$ cat config.mk
export PLATFORM = sky130hd
export DESIGN_NAME = midi_msg_merger
export DESIGN_NICKNAME = d
export VERILOG_FILES = /design/src/rtl/midi_msg_merger.sv
export SDC_FILE = /design/constraint.sdc
export NUM_CORES = 1
export LEC_CHECK = 0
export BUFFER_PORTS_ARGS = -buffer_cell sky130_fd_sc_hd__buf_2
export CAP_MARGIN = 10
export CORE_ASPECT_RATIO = 1.5
export CORE_MARGIN = 3
export CORE_UTILIZATION = 60
export CTS_BUF_LIST = sky130_fd_sc_hd__clkbuf_16
export DETAILED_ROUTE_END_ITERATION = 10
export HOLD_SLACK_MARGIN = 0.03
export PLACE_DENSITY = 0.8
export SETUP_SLACK_MARGIN = 0.15
export SYNTH_ARGS = -nofsm -noshare
export SYNTH_HDL_FRONTEND = slang
export SYNTH_SLANG_ARGS = --single-unit
$ cat constraint.sdc
create_clock -name clk -period 9.3 [get_ports clk]
set_clock_uncertainty 0.1 [all_clocks]
set_input_delay 0.93 -clock clk [delete_from_list [all_inputs] [get_ports clk]]
set_output_delay 0.93 -clock clk [all_outputs]
set_load 0.01 [all_outputs]
$ cat src/rtl/midi_msg_merger.sv
// Message-aware MIDI merger: per-input byte FIFOs and round-robin arbitration of whole messages.
// Optional lock-starvation timeout is built when MIDI_MERGE_TIMEOUT_EN is defined.
module midi_msg_merger #(
   parameter int unsigned NUM_IN         = 4,
   parameter int unsigned NUM_OUT        = 4,
   parameter int unsigned FIFO_AW        = 3,
   parameter int unsigned TIMEOUT_CYCLES = 65536,
   localparam int unsigned SW            = (NUM_IN > 1) ? $clog2(NUM_IN) : 1
) (
   input  logic                clk,
   input  logic                rst,
   input  logic [8*NUM_IN-1:0] in_data,
   input  logic [NUM_IN-1:0]   in_valid,
   input  logic [NUM_IN-1:0]   ovf_clr,
   output logic [NUM_IN-1:0]   overflow,
   input  logic [NUM_OUT-1:0]  midi_sel,
   output logic [7:0]          out_data,
   output logic                out_valid,
   input  logic                out_ready,
   output logic [NUM_OUT-1:0]  out_port_en,
   output logic [SW-1:0]       out_src
);
   localparam int unsigned DEPTH = 2 ** FIFO_AW;

   typedef enum logic {StIdle, StLock} state_t;

   state_t                 state_q, state_d;
   logic [7:0]             mem_q [NUM_IN][DEPTH];
   logic [FIFO_AW:0]       wr_ptr_q [NUM_IN];
   logic [FIFO_AW:0]       rd_ptr_q [NUM_IN];
   logic [NUM_IN-1:0]      empty, full, pop, wr_en, drop;
   logic [7:0]             head;
   logic [1:0]             len;
   logic [SW-1:0]          rr_q, rr_d, src_q, src_d, grant_idx, next_src;
   logic                   grant_vld, pop_en, done, timeout;
   logic [NUM_IN-1:0][1:0] run_len_q, run_len_d;
   logic [1:0]             rem_q, rem_d;
   logic                   first_q, first_d, sysex_q, sysex_d;
   logic [7:0]             data_q, data_d;
   logic                   valid_q, valid_d;
   logic [NUM_OUT-1:0]     port_en_q, port_en_d;
   logic [NUM_IN-1:0]      ovf_q;

   if (TIMEOUT_CYCLES < 2) begin : g_bad_timeout
      $error("TIMEOUT_CYCLES must be at least 2");
   end

   // Data bytes following a status byte; F0 and realtime are handled by the caller.
   function automatic logic [1:0] msg_len(input logic [7:0] b);
      case (b[7:4])
         4'h8, 4'h9, 4'hA, 4'hB, 4'hE: msg_len = 2'd2;
         4'hC, 4'hD:                   msg_len = 2'd1;
         4'hF: begin
            case (b[3:0])
               4'h2:       msg_len = 2'd2;
               4'h1, 4'h3: msg_len = 2'd1;
               default:    msg_len = 2'd0;
            endcase
         end
         default: msg_len = 2'd0;
      endcase
   endfunction

   always_comb begin
      for (int i = 0; i < NUM_IN; i++) begin
         empty[i] = (wr_ptr_q[i] == rd_ptr_q[i]);
         full[i]  = (wr_ptr_q[i] == (rd_ptr_q[i] ^ {1'b1, {FIFO_AW{1'b0}}}));
      end
   end

   assign head     = mem_q[src_q][rd_ptr_q[src_q][FIFO_AW-1:0]];
   assign len      = msg_len(head);
   assign next_src = (src_q == SW'(NUM_IN - 1)) ? '0 : src_q + 1'b1;
   assign pop_en   = (state_q == StLock) && !empty[src_q] && (!valid_q || out_ready);
   // A pop frees a slot in the same cycle, so a write to a full FIFO still lands.
   assign wr_en    = in_valid & (~full | pop);
   assign drop     = in_valid & ~wr_en;

   always_comb begin
      pop        = '0;
      pop[src_q] = pop_en;
   end

   always_comb begin
      int j;
      logic [SW-1:0] jj;
      grant_vld = 1'b0;
      grant_idx = '0;
      j         = 0;
      jj        = '0;
      // Scan downward so the candidate nearest rr_q is the last one to win.
      for (int k = int'(NUM_IN) - 1; k >= 0; k--) begin
         j = int'(rr_q) + k;
         if (j >= int'(NUM_IN)) j = j - int'(NUM_IN);
         jj = SW'(j);
         if (!empty[jj]) begin
            grant_vld = 1'b1;
            grant_idx = jj;
         end
      end
   end

`ifdef MIDI_MERGE_TIMEOUT_EN
   localparam int unsigned TW = $clog2(TIMEOUT_CYCLES + 1);
   logic [TW-1:0] to_q, to_d;

   always_comb begin
      to_d    = to_q;
      timeout = 1'b0;
      if (state_q != StLock || pop_en) begin
         to_d = '0;
      end else if (empty[src_q]) begin
         if (to_q == TW'(TIMEOUT_CYCLES - 1)) begin
            timeout = 1'b1;
            to_d    = '0;
         end else begin
            to_d = to_q + 1'b1;
         end
      end
   end

   always_ff @(posedge clk) begin
      if (rst) to_q <= '0;
      else     to_q <= to_d;
   end
`else
   assign timeout = 1'b0;
`endif

   always_comb begin
      state_d   = state_q;
      rr_d      = rr_q;
      src_d     = src_q;
      port_en_d = port_en_q;
      data_d    = data_q;
      valid_d   = valid_q;
      rem_d     = rem_q;
      first_d   = first_q;
      sysex_d   = sysex_q;
      run_len_d = run_len_q;
      done      = 1'b0;
      if (valid_q && out_ready) valid_d = 1'b0;
      case (state_q)
         StIdle: begin
            if (grant_vld && (!valid_q || out_ready)) begin
               state_d   = StLock;
               src_d     = grant_idx;
               port_en_d = midi_sel;
               rem_d     = 2'd0;
               first_d   = 1'b1;
               sysex_d   = 1'b0;
            end
         end
         StLock: begin
            if (pop_en) begin
               data_d  = head;
               valid_d = 1'b1;
               if (head < 8'hF8) begin
                  if (head[7]) begin
                     // Any status byte starts a fresh message under the current grant.
                     first_d          = 1'b0;
                     sysex_d          = (head == 8'hF0);
                     rem_d            = len;
                     done             = (head != 8'hF0) && (len == 2'd0);
                     run_len_d[src_q] = (head[7:4] != 4'hF) ? len : 2'd0;
                  end else if (!sysex_q) begin
                     if (first_q) begin
                        first_d = 1'b0;
                        rem_d   = run_len_q[src_q] - 2'd1;
                        done    = (run_len_q[src_q] <= 2'd1);
                     end else begin
                        rem_d = rem_q - 2'd1;
                        done  = (rem_q <= 2'd1);
                     end
                  end
               end
            end else if (timeout) begin
               done             = 1'b1;
               run_len_d[src_q] = 2'd0;
            end
            if (done) begin
               state_d = StIdle;
               rr_d    = next_src;
            end
         end
         default: state_d = StIdle;
      endcase
   end

   always_ff @(posedge clk) begin
      if (rst) begin
         state_q   <= StIdle;
         rr_q      <= '0;
         src_q     <= '0;
         port_en_q <= '0;
         data_q    <= 8'h00;
         valid_q   <= 1'b0;
         rem_q     <= 2'd0;
         first_q   <= 1'b0;
         sysex_q   <= 1'b0;
         run_len_q <= '0;
         ovf_q     <= '0;
         for (int i = 0; i < NUM_IN; i++) begin
            wr_ptr_q[i] <= '0;
            rd_ptr_q[i] <= '0;
         end
      end else begin
         state_q   <= state_d;
         rr_q      <= rr_d;
         src_q     <= src_d;
         port_en_q <= port_en_d;
         data_q    <= data_d;
         valid_q   <= valid_d;
         rem_q     <= rem_d;
         first_q   <= first_d;
         sysex_q   <= sysex_d;
         run_len_q <= run_len_d;
         ovf_q     <= (ovf_q & ~ovf_clr) | drop;
         for (int i = 0; i < NUM_IN; i++) begin
            if (wr_en[i]) wr_ptr_q[i] <= wr_ptr_q[i] + 1'b1;
            if (pop[i])   rd_ptr_q[i] <= rd_ptr_q[i] + 1'b1;
         end
      end
   end

   always_ff @(posedge clk) begin
      for (int i = 0; i < NUM_IN; i++) begin
         if (wr_en[i]) mem_q[i][wr_ptr_q[i][FIFO_AW-1:0]] <= in_data[8*i +: 8];
      end
   end

   assign overflow    = ovf_q;
   assign out_data    = data_q;
   assign out_valid   = valid_q;
   assign out_port_en = port_en_q;
   assign out_src     = src_q;
endmodule

==> results of run 1 <==
worst reg2reg max path, delay by kind of cell, from the launching register on:
family,cells,cell delay (ps)
xor gates and xnor gates,1,200
and+or+nand+nor,5,2560
AOI/OAI and AO/OA,1,320
DFF,1,530
muxes,1,310
where the power goes:
part	internal, mW	switching (mW)
registers	1.70	0.0856
clock network	0.656	0.501
logic	0.452	0.691
per-stage QoR:
stage	instances	hold slack, ps	power [mW]
2_1_floorplan	801	335	2.64
5_1_grt	1183	368	4.24
3_3_place_gp	1133	344	2.92
6_report	1183	361	4.08
3_5_place_dp	1133	351	2.95
4_1_cts	1183	360	4.09
worst min path at each step:
stage                       startpoint      endpoint  slack (ps)
after detailed placement  run_len_q[5]  run_len_q[5]         350
final                     run_len_q[5]  run_len_q[5]         360
after global routing      run_len_q[5]  run_len_q[5]         370
after CTS                 run_len_q[5]  run_len_q[5]         360
after floorplan           run_len_q[2]  run_len_q[2]         340
after global placement    run_len_q[5]  run_len_q[5]         340
final cells by class:
class                      instances  area (um^2)  share of cell area (%)
timing repair buffer              90          513                    3.35
clock buffer                      28          701                    4.58
multi-input combinational        429         4100                    26.8
tap                              276          345                    2.26
sequential                       324         9370                    61.3
inverter                          14         52.6                   0.344
clock inverter                    22          210                    1.37
registers in the layout, indices dropped and copies added (netlist names), named ones only:
name	count
wr_ptr_q	16
mem_q	256
out_data	8
first_q	1
rd_ptr_q	16
rr_q	2
out_valid	1
out_port_en	4
rem_q	2
out_src	2
state_q	1
overflow	4
run_len_q	8
sysex_q	1
logic make-up after synthesis:
| kind of cell | after synthesis | share of synthesized area [%] |
|---|---|---|
| xor gates and xnor gates | 32 | 2.04 |
| DFF | 324 | 68.3 |
| AOI/OAI and AO/OA | 60 | 3.54 |
| adders and majority gates | 14 | 1.28 |
| and+or+nand+nor | 205 | 7.25 |
| muxes | 118 | 15.4 |
| buffers and inverters | 48 | 2.11 |
cells in the final DEF (no fill, tap or decap), types with 13 or more instances in the layout:
cell	synthesis	final
mux2i_1	44	44
buf_4	4	25
buf_2	9	65
nand2_1	42	42
edfxtp_1	288	288
mux4_1	15	15
xnor2_1	24	24
nand2b_1	19	19
a21oi_1	13	13
clkbuf_16	0	28
dfxtp_1	36	34
mux4_2	55	55
nand3_1	14	14
nor2_1	66	66
inv_1	14	21
ha_1	14	14
metal layers:
layer  track usage, %  vias up  routed length, um
li1                 -     3321                  -
met1             35.2     3941              11700
met2             46.1      432              16700
met3             3.16      104               2550
met4             11.7        0               1680
met5                0        -                  0
==> summary.md, run 1 <==
| Metric | Value |
|---|---|
| Worst VDD drop | `0.188 mV` |
| Post-synth EDFFs | `288` |
| Drc violations | `0` |
| FMAX | `226 MHz` |
| Hold_buf cts | `0` |
| Post-synth top area cell | `edfxtp_1` |
| Clock sinks | `324` |
| Largest net degree at the start of global routing | `68` |
| Number of max-cap violations | `0` |
| Minimum clock period | `4430 ps` |
| Fillers | `1412` |
| H-Tree Depth | `1` |
| Initial antenna violation count | `0` |
| Crit path max-delay cell type | `nor2_1` |
| Final net count | `948` |
| Mapped Cells | `801` |
| Setup TNS | `0 ps` |
| PD cells | `267 nW/um^2` |
| Count of different cell masters after synthesis | `57` |
| Final Util | `68.3%` |
| Reg2reg end | `mem_q[2][4]` |
| Relative slew margins | `19.3%` |
| Seq/Total Area, Yosys | `68.3%` |
| Rows | `67` |
| Count leader, synth | `edfxtp_1` |
| RSZ-0062 raised after global routing | `false` |
| Post-synth top flop | `edfxtp_1` |
| Pre-antenna DRT Iters | `5` |
| Syn nets | `862` |
| Final WL | `32700 um` |
| Worst Reg-to-Reg Cells | `8` |
| Final setup margin | `4870 ps` |
| Die footprint | `24700 um^2` |
| Asr flop ratio synth | `0%` |
| Critical-path cell list | `xnor2_1, nand4_1, mux4_2, and3_1, a211oi_1, nand2b_1, or2_2, nor2_1` |
| Via/cell ratio | `6.59` |
| Final-report max-slew violation count | `0` |
| Crit-path max FO | `24` |
| Yosys top cell area share | `63.1%` |
| Startpoint Class | `flop` |
| Crit Path Class | `reg -> reg` |
| CP endpoint | `mem_q[2][4]` |
| Critical Path Source | `wr_ptr_q[3][2]` |
| Worst path buffer plus inverter count | `0` |
| Root Driver | `clkbuf_16` |
| Final Hold Viols | `0` |
| Finished Cell Area | `15300 um^2` |
| CTS buffer count | `28` |
| Setup WS pre-CTS | `4900 ps` |
| Synthesized area | `13700 um^2` |
| Layout area overhead | `11.6%` |
| CP peak stage delay | `900 ps` |
| Core area | `22400 um^2` |
| Grt total ovfl | `0` |
| Slew @ Worst Pin | `1210 ps` |
| Die Height | `191 um` |
| Pleak | `5.20 nW` |
| Final setup viols | `0` |
| Total GRT Usage | `27.0%` |
| ANT cells | `0` |
| Status | `finished clean` |
| CTS resizes | `0` |
| Final Cycle Share | `47.6%` |
| Initial DRC count | `815` |
| Placed Area | `14400 um^2` |
| # port buffers | `65` |
| Chip width | `129 um` |
| Req. time, crit path | `9350 ps` |
| Setup bufs post-CTS | `0` |
| Hold Path Depth | `2` |
| Starting Density | `61.3%` |
| Critical path depth | `8` |
| # IOs | `66` |
| Detail Placement HPWL | `21500 um` |
| Antenna Violating Nets Remaining | `0` |
| Synth Warn # | `0` |
| Worst skew pair latency | `550 ps` |
| Via count | `7798` |
| Most frequent cells after synthesis | `edfxtp_1 (288), nor2_1 (66), mux4_2 (55)` |
| Longest Clk Path Bufs | `3` |
| Reg clk slew, reported paths | `70 ps` |
| Syn_area_per_cell | `17.1 um^2` |
| Vias in the first global route | `7781` |
| Critical path's top delay family | `simple AND/OR/NAND/NOR gates` |
| First-pass GRT wire length | `48700 um` |
| Worst R2R Setup Slack | `4870 ps` |
| Avg WL per Cell | `27.6 um` |
| Synth area leaders | `edfxtp_1 (63%), mux4_2 (9.0%), dfxtp_1 (5.3%)` |
| R2r startpoint | `wr_ptr_q[3][2]` |
| Worst Hold Class | `reg -> reg` |
| GP Congestion | `0.878` |
| Share of cells above drive strength 1 | `23.7%` |
| Yosys reg bits | `324` |
| CP endpoint kind | `flop` |
| Worst EP arrival | `4480 ps` |
| CTS tree | `yes` |
Note: power is estimated with default switching activity, not from simulation.
==> inputs of run 2 (changes only) <==
Clock period 9.3 ns to 4.4 ns, I/O delays scaled along.
==> summary.md, run 2 (same netlist as run 1, synthesis figures left out) <==
| Metric | Value |
|---|---|
| Max reg flops | `256 (unchanged)` |
| # port buffers | `65 (unchanged)` |
| Drc violations | `0 (unchanged)` |
| Pleak | `5.24 nW (+0.75%)` |
| Longest Clk Path Bufs | `3 (unchanged)` |
| First-pass GRT wire length | `49200 um (+1.1%)` |
| Most frequent cells in the layout | `edfxtp_1 (288), nor2_1 (66), buf_2 (65)` |
| Largest net degree at the start of global routing | `46 (-32%)` |
| Total power | `8.61 mW (+110%)` |
| Setup bufs post-CTS | `0 (unchanged)` |
| Final-report max-slew violation count | `0 (unchanged)` |
| Die Height | `191 um (unchanged)` |
| CP endpoint kind | `flop` |
| Setup TNS | `0 ps (unchanged)` |
| Final Cycle Share | `89.8% (+42 points)` |
| ANT cells | `0 (unchanged)` |
| Final WL | `33300 um (+1.8%)` |
| PD cells | `561 nW/um^2 (+110%)` |
| R2r startpoint | `wr_ptr_q[1][2]` |
| CP endpoint | `mem_q[2][28]` |
| Initial antenna violation count | `0 (unchanged)` |
| Final Hold Viols | `0 (unchanged)` |
| CTS tree | `yes` |
| Commonest non-fill, non-tap cell in the layout | `edfxtp_1` |
| Final hold slack | `41.9 ps (-320 ps)` |
| Relative slew margins | `17.2% (-2.1 points)` |
| Die footprint | `24700 um^2 (unchanged)` |
| GP Congestion | `0.841 (-4.2%)` |
| Startpoint Class | `flop` |
| Slew @ Worst Pin | `1240 ps (+31.8 ps)` |
| Final net count | `954 (+0.63%)` |
| Clock sinks | `324 (unchanged)` |
| Detail Placement HPWL | `21900 um (+2.0%)` |
| Layout area overhead | `11.8%` |
| Chip width | `129 um (unchanged)` |
| H-Tree Depth | `1 (unchanged)` |
| Number of max-cap violations | `0 (unchanged)` |
| Starting Density | `61.3% (unchanged)` |
| Grt total ovfl | `0 (unchanged)` |
| FMAX | `253 MHz (+12%)` |
| Share of cells above drive strength 1 | `23.8% (+0.12 points)` |
| # IOs | `66 (unchanged)` |
| Req. time, crit path | `4450 ps (-4900 ps)` |
| Final setup viols | `0 (unchanged)` |
| Core area | `22400 um^2 (unchanged)` |
| Antenna Violating Nets Remaining | `0 (unchanged)` |
| Minimum clock period | `3950 ps (-478 ps)` |
| Crit Path Class | `reg -> reg` |
| Pre-antenna DRT Iters | `5 (unchanged)` |
| Root Driver | `clkbuf_16` |
| Vias in the first global route | `7742 (-0.50%)` |
| Worst EP arrival | `4000 ps (-480 ps)` |
| Total GRT Usage | `27.5% (+0.43 points)` |
| Worst Hold Class | `in -> reg` |
| CTS buffer count | `28 (unchanged)` |
| Avg WL per Cell | `28.0 um (+1.2%)` |
| Reg clk slew, reported paths | `70 ps (about the same)` |
| Worst VDD drop | `0.394 mV (+110%)` |
| Critical Path Source | `wr_ptr_q[1][2]` |
| Via count | `7663 (-1.7%)` |
| Crit-path max FO | `8 (-67%)` |
| RSZ-0062 raised after global routing | `false` |
| Worst R2R Setup Slack | `450 ps (-4420 ps)` |
| Final Util | `68.5% (+0.15 points)` |
| Rows | `67 (unchanged)` |
| Worst Reg-to-Reg Cells | `8 (unchanged)` |
| Worst skew pair latency | `550 ps (about the same)` |
| CTS resizes | `0 (unchanged)` |
| Initial DRC count | `754 (-7.5%)` |
| Status | `finished clean` |
| Via/cell ratio | `6.43 (-2.4%)` |
| Reg2reg end | `mem_q[2][28]` |
==> run 2: cell count changes in the layout (fill, tap and decap cells not counted) <==
cell / before / now
dlygate4sd3_1: 0 / 2
clkinv_1: 4 / 5
buf_4: 25 / 29
clkinvlp_2: 2 / 0
inv_1: 21 / 23
clkinv_4: 0 / 1
bufinv_16: 4 / 3
clkinvlp_4: 1 / 0
clkinv_2: 3 / 5
==> run 2: metrics by stage <==
stage	instance area [um^2]	instances	setup WS, ps
floorplan	13700	801	1260
global route	15300	1191	348
detailed placement	14400	1137	500
finish	15300	1191	451
CTS	15300	1191	488
global placement	14400	1137	567
==> run 2: routing by layer <==
metal / routed length (um) / track usage [%]
met4: 1700 / 12.0
met5: 0 / 0
met2: 17100 / 46.6
met3: 2580 / 4.36
met1: 11900 / 35.2
==> run 2: where the power goes <==
group | total (mW) | leakage (nW) | switching, mW | internal [mW]
Clock | 2.39 | 0.474 | 1.05 | 1.33
Combinational | 2.45 | 1.80 | 1.48 | 0.972
Sequential | 3.77 | 2.96 | 0.177 | 3.59
Total | 8.61 | 5.24 | 2.71 | 5.90
==> run 2: repair_timing <==
| action | CTS | global route |
|---|---|---|
| hold buffers | 2 | 0 |
| endpoints found under the setup margin | 0 | 0 |
| endpoints found under the hold margin | 2 | 0 |
==> run 2: how the worst min path moves through the flow <==
stage                       startpoint              to  slack, ps  cells after the start
after global routing       in_valid[0]     overflow[0]         50                      3
after CTS                  midi_sel[1]  out_port_en[1]         30                      3
after global placement    run_len_q[2]    run_len_q[2]        350                      2
final                      midi_sel[1]  out_port_en[1]         40                      3
after detailed placement  run_len_q[4]    run_len_q[4]        350                      2
after floorplan           run_len_q[2]    run_len_q[2]        340                      2
==> run 2: cell type report <==
type                       count  area (um^2)
multi-input combinational    429         4100
tap                          276          345
clock inverter                24          193
fill                        1439         7050
sequential                   324         9370
timing repair buffer          96          563
inverter                      14         52.6
clock buffer                  28          701
==> run 2: worst max-delay path, cell delays in order (launching register included) <==
cell and delay (ps):
edfxtp_1 550, xnor2_1 200, nand4_1 230, mux4_2 310, and3_1 360, a211oi_1 200, nand2b_1 330, nand2b_1 300
nor2_1 970
==> inputs of run 3 (changes only) <==
Settings changed: ABC_AREA set to 1.
==> summary.md, run 3 <==
| Metric | Value |
|---|---|
| Finished Cell Area | `16400 um^2 (+6.9%)` |
| Via/cell ratio | `5.69 (-12%)` |
| Post-synth EDFFs | `288 (unchanged)` |
| Pre-antenna DRT Iters | `6 (+1)` |
| Xor/xnor share of the synthesized area | `1.65% (-0.39 points)` |
| Commonest non-fill, non-tap cell in the layout | `nand2_1` |
| ANT cells | `0 (unchanged)` |
| Seq/Total Area, Yosys | `63.1% (-5.2 points)` |
| Mux contribution to synthesized area | `0.0674% (-15 points)` |
| Req. time, crit path | `4730 ps (+280 ps)` |
| Worst EP arrival | `3740 ps (-260 ps)` |
| Worst R2R Setup Slack | `980 ps (+530 ps)` |
| Max reg flops | `256 (unchanged)` |
| Rows | `69 (+3.0%)` |
| Reg2reg end | `rr_q[0]` |
| Final-report max-slew violation count | `0 (unchanged)` |
| First-pass GRT wire length | `59100 um (+20%)` |
| # port buffers | `65 (unchanged)` |
| RSZ-0062 raised after global routing | `false` |
| Placed Cells | `1874 (+65%)` |
| Starting Density | `61.9% (+0.61 points)` |
| Slew @ Worst Pin | `1020 ps (-214 ps)` |
| Grt total ovfl | `0 (unchanged)` |
| Placed Area | `15400 um^2 (+6.5%)` |
| Pleak | `6.80 nW (+30%)` |
| Main combinational cell family by area after synthesis | `simple AND/OR/NAND/NOR gates` |
| Initial DRC count | `1081 (+43%)` |
| Final WL | `38900 um (+17%)` |
| # IOs | `66 (unchanged)` |
| Synth Area in Compound Gates | `3.83% (+0.28 points)` |
| Reg clk slew, reported paths | `70 ps (about the same)` |
| Clock sinks | `324 (unchanged)` |
| Asr flop ratio synth | `0% (unchanged)` |
| Root Driver | `clkbuf_16` |
| Crit-path max FO | `48 (+40)` |
| CTS resizes | `0 (unchanged)` |
| Total power | `10.5 mW (+22%)` |
| Final setup viols | `0 (unchanged)` |
| Initial antenna violation count | `0 (unchanged)` |
| Most frequent cells in the layout | `nand2_1 (461), edfxtp_1 (288), nor2_1 (198)` |
| Worst Hold Class | `in -> reg` |
| FMAX | `293 MHz (+16%)` |
| Final Cycle Share | `77.6% (-12 points)` |
| Worst Reg-to-Reg Cells | `16 (+8)` |
| Count of different cell masters after synthesis | `42 (-26%)` |
| Mapped Cells | `1527 (+91%)` |
| CTS tree | `yes` |
| CTS buffer count | `29 (+3.6%)` |
| Startpoint Class | `flop` |
| Layout area overhead | `10.4%` |
| Chip width | `134 um (+3.9%)` |
| Relative slew margins | `31.7% (+15 points)` |
| Die footprint | `26700 um^2 (+8.0%)` |
| Post-Synth Adder-Cell Area | `1.18% (-0.098 points)` |
| Antenna Violating Nets Remaining | `0 (unchanged)` |
| Synth Warn # | `0 (unchanged)` |
| Detail Placement HPWL | `27600 um (+26%)` |
| Number of max-cap violations | `0 (unchanged)` |
| Met1 WL | `13300 um (+12%)` |
| Routed wire length on met3 | `2150 um (-17%)` |
| Largest net degree at the start of global routing | `71 (+54%)` |
| Hold endpoint | `overflow[1]` |
| Setup TNS | `0 ps (unchanged)` |
| Most frequent cells after synthesis | `nand2_1 (461), edfxtp_1 (288), nor2_1 (198)` |
| GP Congestion | `0.930 (+11%)` |
| Final net count | `1649 (+73%)` |
| Die Height | `199 um (+3.9%)` |
| Final Util | `68.3% (-0.18 points)` |
| CP endpoint kind | `flop` |
| Synthesized area | `14800 um^2 (+8.3%)` |
| PD cells | `640 nW/um^2 (+14%)` |
| Final cell count without fillers | `1929 (+62%)` |
| H-Tree Depth | `1 (unchanged)` |
| Syn nets | `1588 (+84%)` |
| Yosys reg bits | `324 (unchanged)` |
| Yosys top cell area share | `58.2% (-4.8 points)` |
| Vias in the first global route | `10900 (+41%)` |
| Worst VDD drop | `0.449 mV (+14%)` |
| Crit Path Class | `reg -> reg` |
| Post-synth top area cell | `edfxtp_1` |
| Minimum clock period | `3420 ps (-533 ps)` |
| HP Start | `ovf_clr[1]` |
| Avg WL per Cell | `20.2 um (-28%)` |
| Post-synth top flop | `edfxtp_1` |
| DR top layer | `met4` |
| Count leader, synth | `nand2_1` |
| Synth area leaders | `edfxtp_1 (58%), nand2_1 (12%), nand3_1 (5.9%)` |
| Share of cells above drive strength 1 | `10.5% (-13 points)` |
| Syn_area_per_cell | `9.72 um^2 (-43%)` |
| Drc violations | `0 (unchanged)` |
| Worst skew pair latency | `560 ps (about the same)` |
| Core area | `24000 um^2 (+7.2%)` |
| Final Hold Viols | `0 (unchanged)` |
| Via count | `11000 (+43%)` |
| Hold Path Depth | `4 (+1)` |
| Post-Synth Simple-Gate Area | `24.1% (+17 points)` |
| Metal2 WL | `20300 um (+19%)` |
| Status | `finished clean` |
| Total GRT Usage | `29.4% (+1.9 points)` |
| Longest Clk Path Bufs | `3 (unchanged)` |
run 3: changes by cell type in the layout (fill, tap and decap cells not counted), moves of 14 or more:
| cell | delta |
|---|---|
| nand2b_1 | -18 |
| a21oi_1 | +14 |
| mux4_2 | -55 |
| mux2i_1 | -43 |
| nor2_1 | +132 |
| inv_1 | +95 |
| nand2_1 | +419 |
| mux4_1 | -15 |
| nand3_1 | +162 |
| o21ai_0 | +59 |
| xnor2_1 | -16 |
run 3: how the worst max path moves through the flow:
stage | from | slack (ps) | to | cells after the start
6_report | flop | 980 | rr_q[0] | 16
5_1_grt | flop | 680 | rr_q[0] | 16
4_1_cts | flop | 1070 | rr_q[0] | 16
2_1_floorplan | out_src[0] | 1440 | mem_q[3][10] | 12
3_5_place_dp | flop | 1130 | run_len_q[3] | 16
3_3_place_gp | flop | 1130 | rr_q[0] | 16
run 3: logic make-up after synthesis:
group	Yosys count
AO/OA/AOI/OAI	105
XOR/XNOR	28
adder cells (fa/ha/maj)	14
buffers and inverters	190
flip-flops	324
multiplexers	1
AND/OR/NAND/NOR	865
run 3: worst max-delay path: stages, from the launching register on:
cell and delay [ps]:
dfxtp_2 660, buf_4 560, nand2_1 130, nand2_2 470, nand3_1 170, nand3_1 150, nand3_1 90, nand2_1 210
nand2_1 140, inv_2 90, nand2_1 70, nor2_2 130, nor2_4 60, nand3_2 80, nand2_1 50, nand2_1 60
nor2_1 40
run 3: metrics by stage:
step                setup slack, ps  hold WS (ps)
floorplan                      1440           336
global placement               1130           348
detailed placement             1130           359
CTS                            1070          30.8
global route                    679          56.9
finish                          984          39.6
run 3: what timing repair did:
item	4_1_cts	5_1_grt
hold buffers	2	0
hold endpoints to repair	2	0
buffers inserted	0	0
run 3: per-layer routing:
| metal | vias to the layer above | GRT usage [%] |
|---|---|---|
| met5 | - | 0 |
| li1 | 5168 | - |
| met3 | 156 | 3.01 |
| met2 | 493 | 52.8 |
| met1 | 5165 | 32.6 |
| met4 | 0 | 20.6 |
run 3: area by class of cell:
type / instances / area (um^2)
fillers: 1878 / 7610
inverters: 127 / 480
clock buffers: 29 / 726
repair buffers: 93 / 541
well taps: 319 / 399
flip-flops and latches: 324 / 9370
clock inverters: 24 / 295
multi-input cells: 1013 / 4580
run 3: where the power goes:
| part | total, mW | leakage [nW] | switching, mW | internal (mW) |
|---|---|---|---|---|
| logic | 3.94 | 3.34 | 2.82 | 1.12 |
| registers | 3.81 | 2.96 | 0.202 | 3.61 |
| clock network | 2.74 | 0.506 | 1.13 | 1.61 |
